[src/rtl/gcd_req_driver.sv]
// ---------------------------------------------------------------------------
// gcd_req_driver
//
// Traffic source and self-check for the GCD core. It generates pseudo-random
// operand pairs from a 32-bit Galois LFSR, issues them on the x/y/in_valid/
// in_ready request handshake, and captures each result on out/out_valid.
// Each result is sanity-checked: it must be nonzero and no larger than
// either operand. The block counts completed transactions, failed checks and
// spurious responses, and records the latency of the most recent response.
// A watchdog aborts the run if a request or a response stalls.
//
// Ports:
//   clock        sole clock, rising edge
//   reset        synchronous, active-low reset
//   start        one-cycle pulse, begins a run from IDLE or DONE
//   x, y         operands to the GCD core (held stable while in_valid=1)
//   in_valid     request valid
//   in_ready     core accepts the request
//   out          GCD result
//   out_valid    result valid for one cycle (no backpressure)
//   busy         core probe, informational only
//   done         run finished, held until the next start or reset
//   pass         valid when done=1: no errors and no timeout
//   timeout      sticky watchdog flag
//   txn_count    completed transactions
//   err_count    failed checks plus spurious responses (saturating)
//   last_latency cycles from handshake to the most recent response
// ---------------------------------------------------------------------------
module gcd_req_driver #(
  parameter int          WIDTH   = 32,
  parameter int          NUM_TXN = 16,
  parameter logic [31:0] SEED    = 32'h0000_0001,
  parameter int          TIMEOUT = 1024
) (
  input  logic             clock,
  input  logic             reset,
  input  logic             start,
  output logic [WIDTH-1:0] x,
  output logic [WIDTH-1:0] y,
  output logic             in_valid,
  input  logic             in_ready,
  input  logic [WIDTH-1:0] out,
  input  logic             out_valid,
  input  logic             busy,
  output logic             done,
  output logic             pass,
  output logic             timeout,
  output logic [15:0]      txn_count,
  output logic [15:0]      err_count,
  output logic [15:0]      last_latency
);

  typedef enum logic [1:0] {IDLE, ISSUE, WAIT, DONE} state_t;

  localparam logic [31:0] TAP_MASK  = 32'h8020_0003;
  localparam logic [15:0] TXN_LIMIT = 16'(NUM_TXN);
  localparam logic [31:0] WD_LIMIT  = 32'(TIMEOUT - 1);

  state_t      state;
  logic [31:0] lfsr;
  logic [15:0] lat_count;
  logic [31:0] wd_count;

  logic [31:0] lfsr_s1;
  logic [31:0] lfsr_s2;
  logic [15:0] txn_next;
  logic [15:0] err_inc;
  logic [15:0] err_after_check;
  logic [15:0] lat_next;
  logic        resp_ok;
  logic        wd_expired;
  logic        busy_unused;

  // One Galois step, right shift; the tap mask folds in when bit 0 falls out.
  function automatic logic [31:0] lfsr_step(input logic [31:0] v);
    return (v >> 1) ^ (v[0] ? TAP_MASK : 32'h0);
  endfunction

  // A zero operand would make the GCD undefined, so it is bumped to 1.
  function automatic logic [WIDTH-1:0] to_operand(input logic [31:0] v);
    logic [WIDTH-1:0] o;
    o = v[WIDTH-1:0];
    return (o == '0) ? {{(WIDTH-1){1'b0}}, 1'b1} : o;
  endfunction

  // Two LFSR steps per pair: x comes from the first, y from the second.
  assign lfsr_s1 = lfsr_step(lfsr);
  assign lfsr_s2 = lfsr_step(lfsr_s1);

  assign txn_next        = txn_count + 16'd1;
  assign err_inc         = (err_count == 16'hFFFF) ? err_count : err_count + 16'd1;
  assign lat_next        = (lat_count == 16'hFFFF) ? lat_count : lat_count + 16'd1;
  assign resp_ok         = (out != '0) && (out <= x) && (out <= y);
  assign err_after_check = resp_ok ? err_count : err_inc;
  assign wd_expired      = (wd_count == WD_LIMIT);

  // The busy probe is only there for waveform visibility.
  assign busy_unused = busy;

  // Single control FSM. All outputs are registered here. A response in WAIT
  // is examined before the watchdog, so a result arriving on the last
  // allowed cycle still counts and the timeout is not raised.
  always_ff @(posedge clock) begin
    if (!reset) begin
      state        <= IDLE;
      lfsr         <= SEED;
      x            <= '0;
      y            <= '0;
      in_valid     <= 1'b0;
      done         <= 1'b0;
      pass         <= 1'b0;
      timeout      <= 1'b0;
      txn_count    <= 16'd0;
      err_count    <= 16'd0;
      last_latency <= 16'd0;
      lat_count    <= 16'd0;
      wd_count     <= 32'd0;
    end else begin
      case (state)
        IDLE, DONE: begin
          // The LFSR is not reseeded here, so successive runs see new pairs.
          if (start) begin
            txn_count <= 16'd0;
            err_count <= 16'd0;
            timeout   <= 1'b0;
            done      <= 1'b0;
            pass      <= 1'b0;
            x         <= to_operand(lfsr_s1);
            y         <= to_operand(lfsr_s2);
            lfsr      <= lfsr_s2;
            in_valid  <= 1'b1;
            wd_count  <= 32'd0;
            state     <= ISSUE;
          end
        end

        ISSUE: begin
          // A response while no request is outstanding is a protocol error.
          if (out_valid) begin
            err_count <= err_inc;
          end
          if (in_ready) begin
            in_valid  <= 1'b0;
            lat_count <= 16'd0;
            wd_count  <= 32'd0;
            state     <= WAIT;
          end else if (wd_expired) begin
            timeout  <= 1'b1;
            in_valid <= 1'b0;
            done     <= 1'b1;
            pass     <= 1'b0;
            state    <= DONE;
          end else begin
            wd_count <= wd_count + 32'd1;
          end
        end

        WAIT: begin
          if (out_valid) begin
            last_latency <= lat_next;
            txn_count    <= txn_next;
            err_count    <= err_after_check;
            if (txn_next == TXN_LIMIT) begin
              done  <= 1'b1;
              pass  <= (err_after_check == 16'd0) && !timeout;
              state <= DONE;
            end else begin
              x        <= to_operand(lfsr_s1);
              y        <= to_operand(lfsr_s2);
              lfsr     <= lfsr_s2;
              in_valid <= 1'b1;
              wd_count <= 32'd0;
              state    <= ISSUE;
            end
          end else if (wd_expired) begin
            timeout  <= 1'b1;
            in_valid <= 1'b0;
            done     <= 1'b1;
            pass     <= 1'b0;
            state    <= DONE;
          end else begin
            lat_count <= lat_next;
            wd_count  <= wd_count + 32'd1;
          end
        end

        default: begin
          in_valid <= 1'b0;
          state    <= IDLE;
        end
      endcase
    end
  end

endmodule

[config.mk]
export PLATFORM = sky130hd
export DESIGN_NAME = gcd_req_driver
export DESIGN_NICKNAME = d
export VERILOG_FILES = /design/src/rtl/gcd_req_driver.sv
export SDC_FILE = /design/constraint.sdc
export NUM_CORES = 1
export LEC_CHECK = 0
export ABC_AREA = 1
export CAP_MARGIN = 10
export CORE_ASPECT_RATIO = 1.1
export CORE_MARGIN = 3
export CORE_UTILIZATION = 50
export CTS_CLUSTER_DIAMETER = 30
export CTS_CLUSTER_SIZE = 8
export DETAILED_ROUTE_END_ITERATION = 6
export GPL_ROUTABILITY_DRIVEN = 0
export PLACE_DENSITY = 0.77
export SLEW_MARGIN = 10
export SYNTH_ARGS = -nofsm -noshare
export SYNTH_HDL_FRONTEND = slang
export SYNTH_SLANG_ARGS = --single-unit
[constraint.sdc]
create_clock -name clock -period 2.5 [get_ports clock]
set_input_delay 0.5 -clock clock [delete_from_list [all_inputs] [get_ports clock]]
set_output_delay 0.5 -clock clock [all_outputs]
set_load 0.02 [all_outputs]
==> flow_summary_export.csv <==
group,metric,value,unit
yosys,ys_types,43,
routing,antenna_left,0,
sta,period_share,1.44,
clocking,cts_tree,"done",
yosys,ys_seq_area_frac,0.352,
yosys,yosys.area.top_type,"dfxtp_1",
floorplan,die_w,149,um
sta,min_period,3610,ps
routing,vias,15333,
setup_path,worstReg2RegEnd,"pass",
run,drv_cap,1,
sta,fin_skew,17.4,ps
floorplan,die_h,163,um
yosys,yosysTopAreaCellShare,0.352,
clocking,ctsHtreeMaxLevel,4,
cells_and_area,drive_gt1_frac,0.341,
routing,drtIter0Drc,2370,
setup_path,crit_path_max_fanout,6,
yosys,synth-edff-count,0,
placement,post-place-ws,-742,ps
sta,finalSetupViolations,160,
cells_and_area,n_fill_cell,1065,
yosys,async_flop_share,0,
floorplan,die_area,0.0244,sq mm
placement,portBuffers,152,
floorplan,ios,154,
run_status,status,"finished with violations",
floorplan,initial_utilization,0.518,
clocking,cts.sinks,198,
yosys,synthXorXnorAreaFrac,0.0327,
yosys,synthSimpleGateAreaFrac,0.283,
power,p_total,9.09,mW
yosys,synth_fp_nets,1747,
setup_path,r2r_cells,25,
clocking,cts_max_path_buffers,2,
yosys,syn_area,0.0113,sq mm
yosys,netlist_instances,1636,
setup_path,crit_arrival,3970,ps
sta,slew_headroom,-0.494,
sta,rsz0062_at_grt,"yes",
routing,drt_pass1_iterations,7,
power,powerDensity,508,mW/mm^2
routing,vias_per_cell,6.71,
routing,wirelength,56600,um
yosys,muxShareOfSynthArea,0.000889,
setup_path,rr_startpoint,"y[0]",
run_status,violations,"DRC, capacitance limit, slew limit, setup timing",
clocking,path_clk_slew,80,ps
yosys,syn_area_per_cell,6.88,sq um
cells_and_area,final_util,0.824,
grt,overflow,0,
yosys,synth-adder-area-share,0.0811,
min_path,min-delay-start,"x[10]",
floorplan,fp-row-count,56,
grt,antenna_found_initial,4,
sta,max_freq,0.277,GHz
setup_path,r2r_setup_slack,-1080,ps
yosys,yosysWarnings,0,
power,peakVddDrop,526,uV
grt,grt_max_degree,44,
setup_path,cp.required,2860,ps
grt,grt_pass1_vias,13422,
routing,route.detailed.drc,56,
clocking,clk-insertion-delay-late,460,ps
min_path,hold_path.class,"register to register",
yosys,ys_seq_elements,198,
sta,drv_slew,3,
setup_path,start_kind,"input port",
yosys,ys_top_cells_by_count,"nand2_1 (404), a21oi_1 (216), dfxtp_1 (198), inv_1 (178), nor2_1 (143)",
clocking,cts_root_buffer,"clkbuf_16",
yosys,yosysMostFrequentCell,"nand2_1",
floorplan,core_area,0.0217,sq mm
placement,place_hpwl,24400,um
grt,grt_use_total,0.339,
cells_and_area,layout.nets,2092,
grt,grt_pass1_wl,67500,um
sta,hold-worst-slack,480,ps
yosys,synth-compound-area-share,0.164,
clocking,cts_buffers,17,
sta,tightest_slew,2220,ps
yosys,synthFlopType,"dfxtp_1",
yosys,synth_top_family_by_area,"simple AND/OR/NAND/NOR gates",
power,p_leak,6.98,nW
yosys,synth_area_leaders,"dfxtp_1 (35%), nand2_1 (13%), a21oi_1 (9.6%)",
min_path,holdPathEnd,"x[10]",
setup_path,end_kind,"register",
sta,final_hold_viol_count,0,
sta,worst_slack,-1110,ps
min_path,hold_depth,2,
routing,post_drt_wl_per_cell,24.8,um
setup_path,path_class,"input port to register",
cells_and_area,syn_to_final_growth,58.9,%
-- metal layers --
| metal | GRT usage | vias to the layer above | wire (um) |
|---|---|---|---|
| li1 | - | 6158 | - |
| met2 | 0.592 | 1583 | 24900 |
| met5 | 0 | - | 80 |
| met4 | 0.170 | 4 | 6080 |
| met3 | 0.0630 | 665 | 7340 |
| met1 | 0.396 | 6923 | 18200 |
-- kinds of logic after synthesis --
group	after synthesis
AND/OR/NAND/NOR	738
flip-flops	198
multiplexers	1
adder cells (fa/ha/maj)	73
XOR/XNOR	42
buffers and inverters	242
AO/OA/AOI/OAI	342
-- final cells by class --
type                    instances  area [sq um]  area share
repair inverters                6           104     0.00580
multi-input cells            1196          8230       0.460
clock inverters                11          93.8     0.00524
inverters                     183           731      0.0408
diodes                          2          5.00    0.000280
clock buffers                  21           460      0.0257
flip-flops and latches        198          4000       0.223
well taps                     290           363      0.0203
repair buffers                379          3910       0.219
-- critical path, stage by stage --
cell and delay [ps]:
dlygate4sd2_1 280, inv_1 130, ha_1 190, inv_1 180, nand2_1 120, nand2_1 90, nand2_1 110, nand2_1 70
nand2_1 200, nand2_1 100, nand2_1 80, nand2_1 120, nand2_1 120, nand2_1 70, nand2_2 220, nand3_4 140
buf_6 160, buf_16 150, nand2_2 80, nand2_2 90, nor2_2 160, nand3_1 120, nor2_1 110, nand2_1 70
nand2_1 60, nand2_1 60, a21oi_1 200
-- power breakdown --
| group | total [mW] | internal, mW | switching (mW) |
|---|---|---|---|
| sequential | 3.39 | 3.26 | 0.136 |
| combinational | 2.93 | 1.22 | 1.71 |
| clock | 2.77 | 1.35 | 1.42 |
| total | 9.09 | 5.82 | 3.26 |
-- cells in the final DEF (no fill, tap or decap), types with 15 or more instances in the layout --
cell type,count
nand2_4,70
dlygate4sd2_1,29
nand3_1,34
dfxtp_1,174
buf_6,15
a21oi_1,103
buf_4,166
clkbuf_16,19
a21oi_2,108
o21ai_0,40
nand4_1,39
inv_1,170
buf_12,28
dfxtp_2,23
nand2_1,248
ha_1,62
nor3_1,47
nor2_2,21
nor2_1,119
nand2_2,76
nor4_1,26
clkdlybuf4s50_1,120
o21ai_2,23
xor2_1,30
-- how the worst max path moves through the flow --
| stage | start | depth (start not counted) | slack, ps | endpoint |
|---|---|---|---|---|
| after detailed placement | out[13] | 22 | -740 | pass |
| after floorplan | x[31] | 17 | 10 | pass |
| after global placement | out[16] | 16 | -640 | pass |
| after global routing | y[10] | 21 | -1300 | pass |
| after CTS | txn_count[0] | 16 | -120 | wd_count[15] |
| final | out[0] | 27 | -1110 | pass |
-- what timing repair did --
action,in CTS,in global routing
pin swaps,114,100
gates cloned,21,4
setup endpoints to repair,147,162
buffers inserted,37,25
gates resized for setup,346,283
hold buffers,0,0
-- sequential cells by signal (all words and copies together), names as in the netlist --
name          flops
done              1
err_count        16
in_valid          1
last_latency     16
lat_count        16
lfsr             32
pass              1
state             2
timeout           1
txn_count        16
wd_count         32
x                32
y                32
-- per-stage QoR --
stage / cell area [sq um] / TNS [ps] / cells
6_report: 17900 / -75100 / 2286
5_1_grt: 17900 / -83450 / 2284
4_1_cts: 16600 / -6690 / 2270
3_5_place_dp: 14200 / -47090 / 2180
3_3_place_gp: 14200 / -31460 / 2180
2_1_floorplan: 11300 / 0 / 1636
Power figures use the tool's default switching activity.
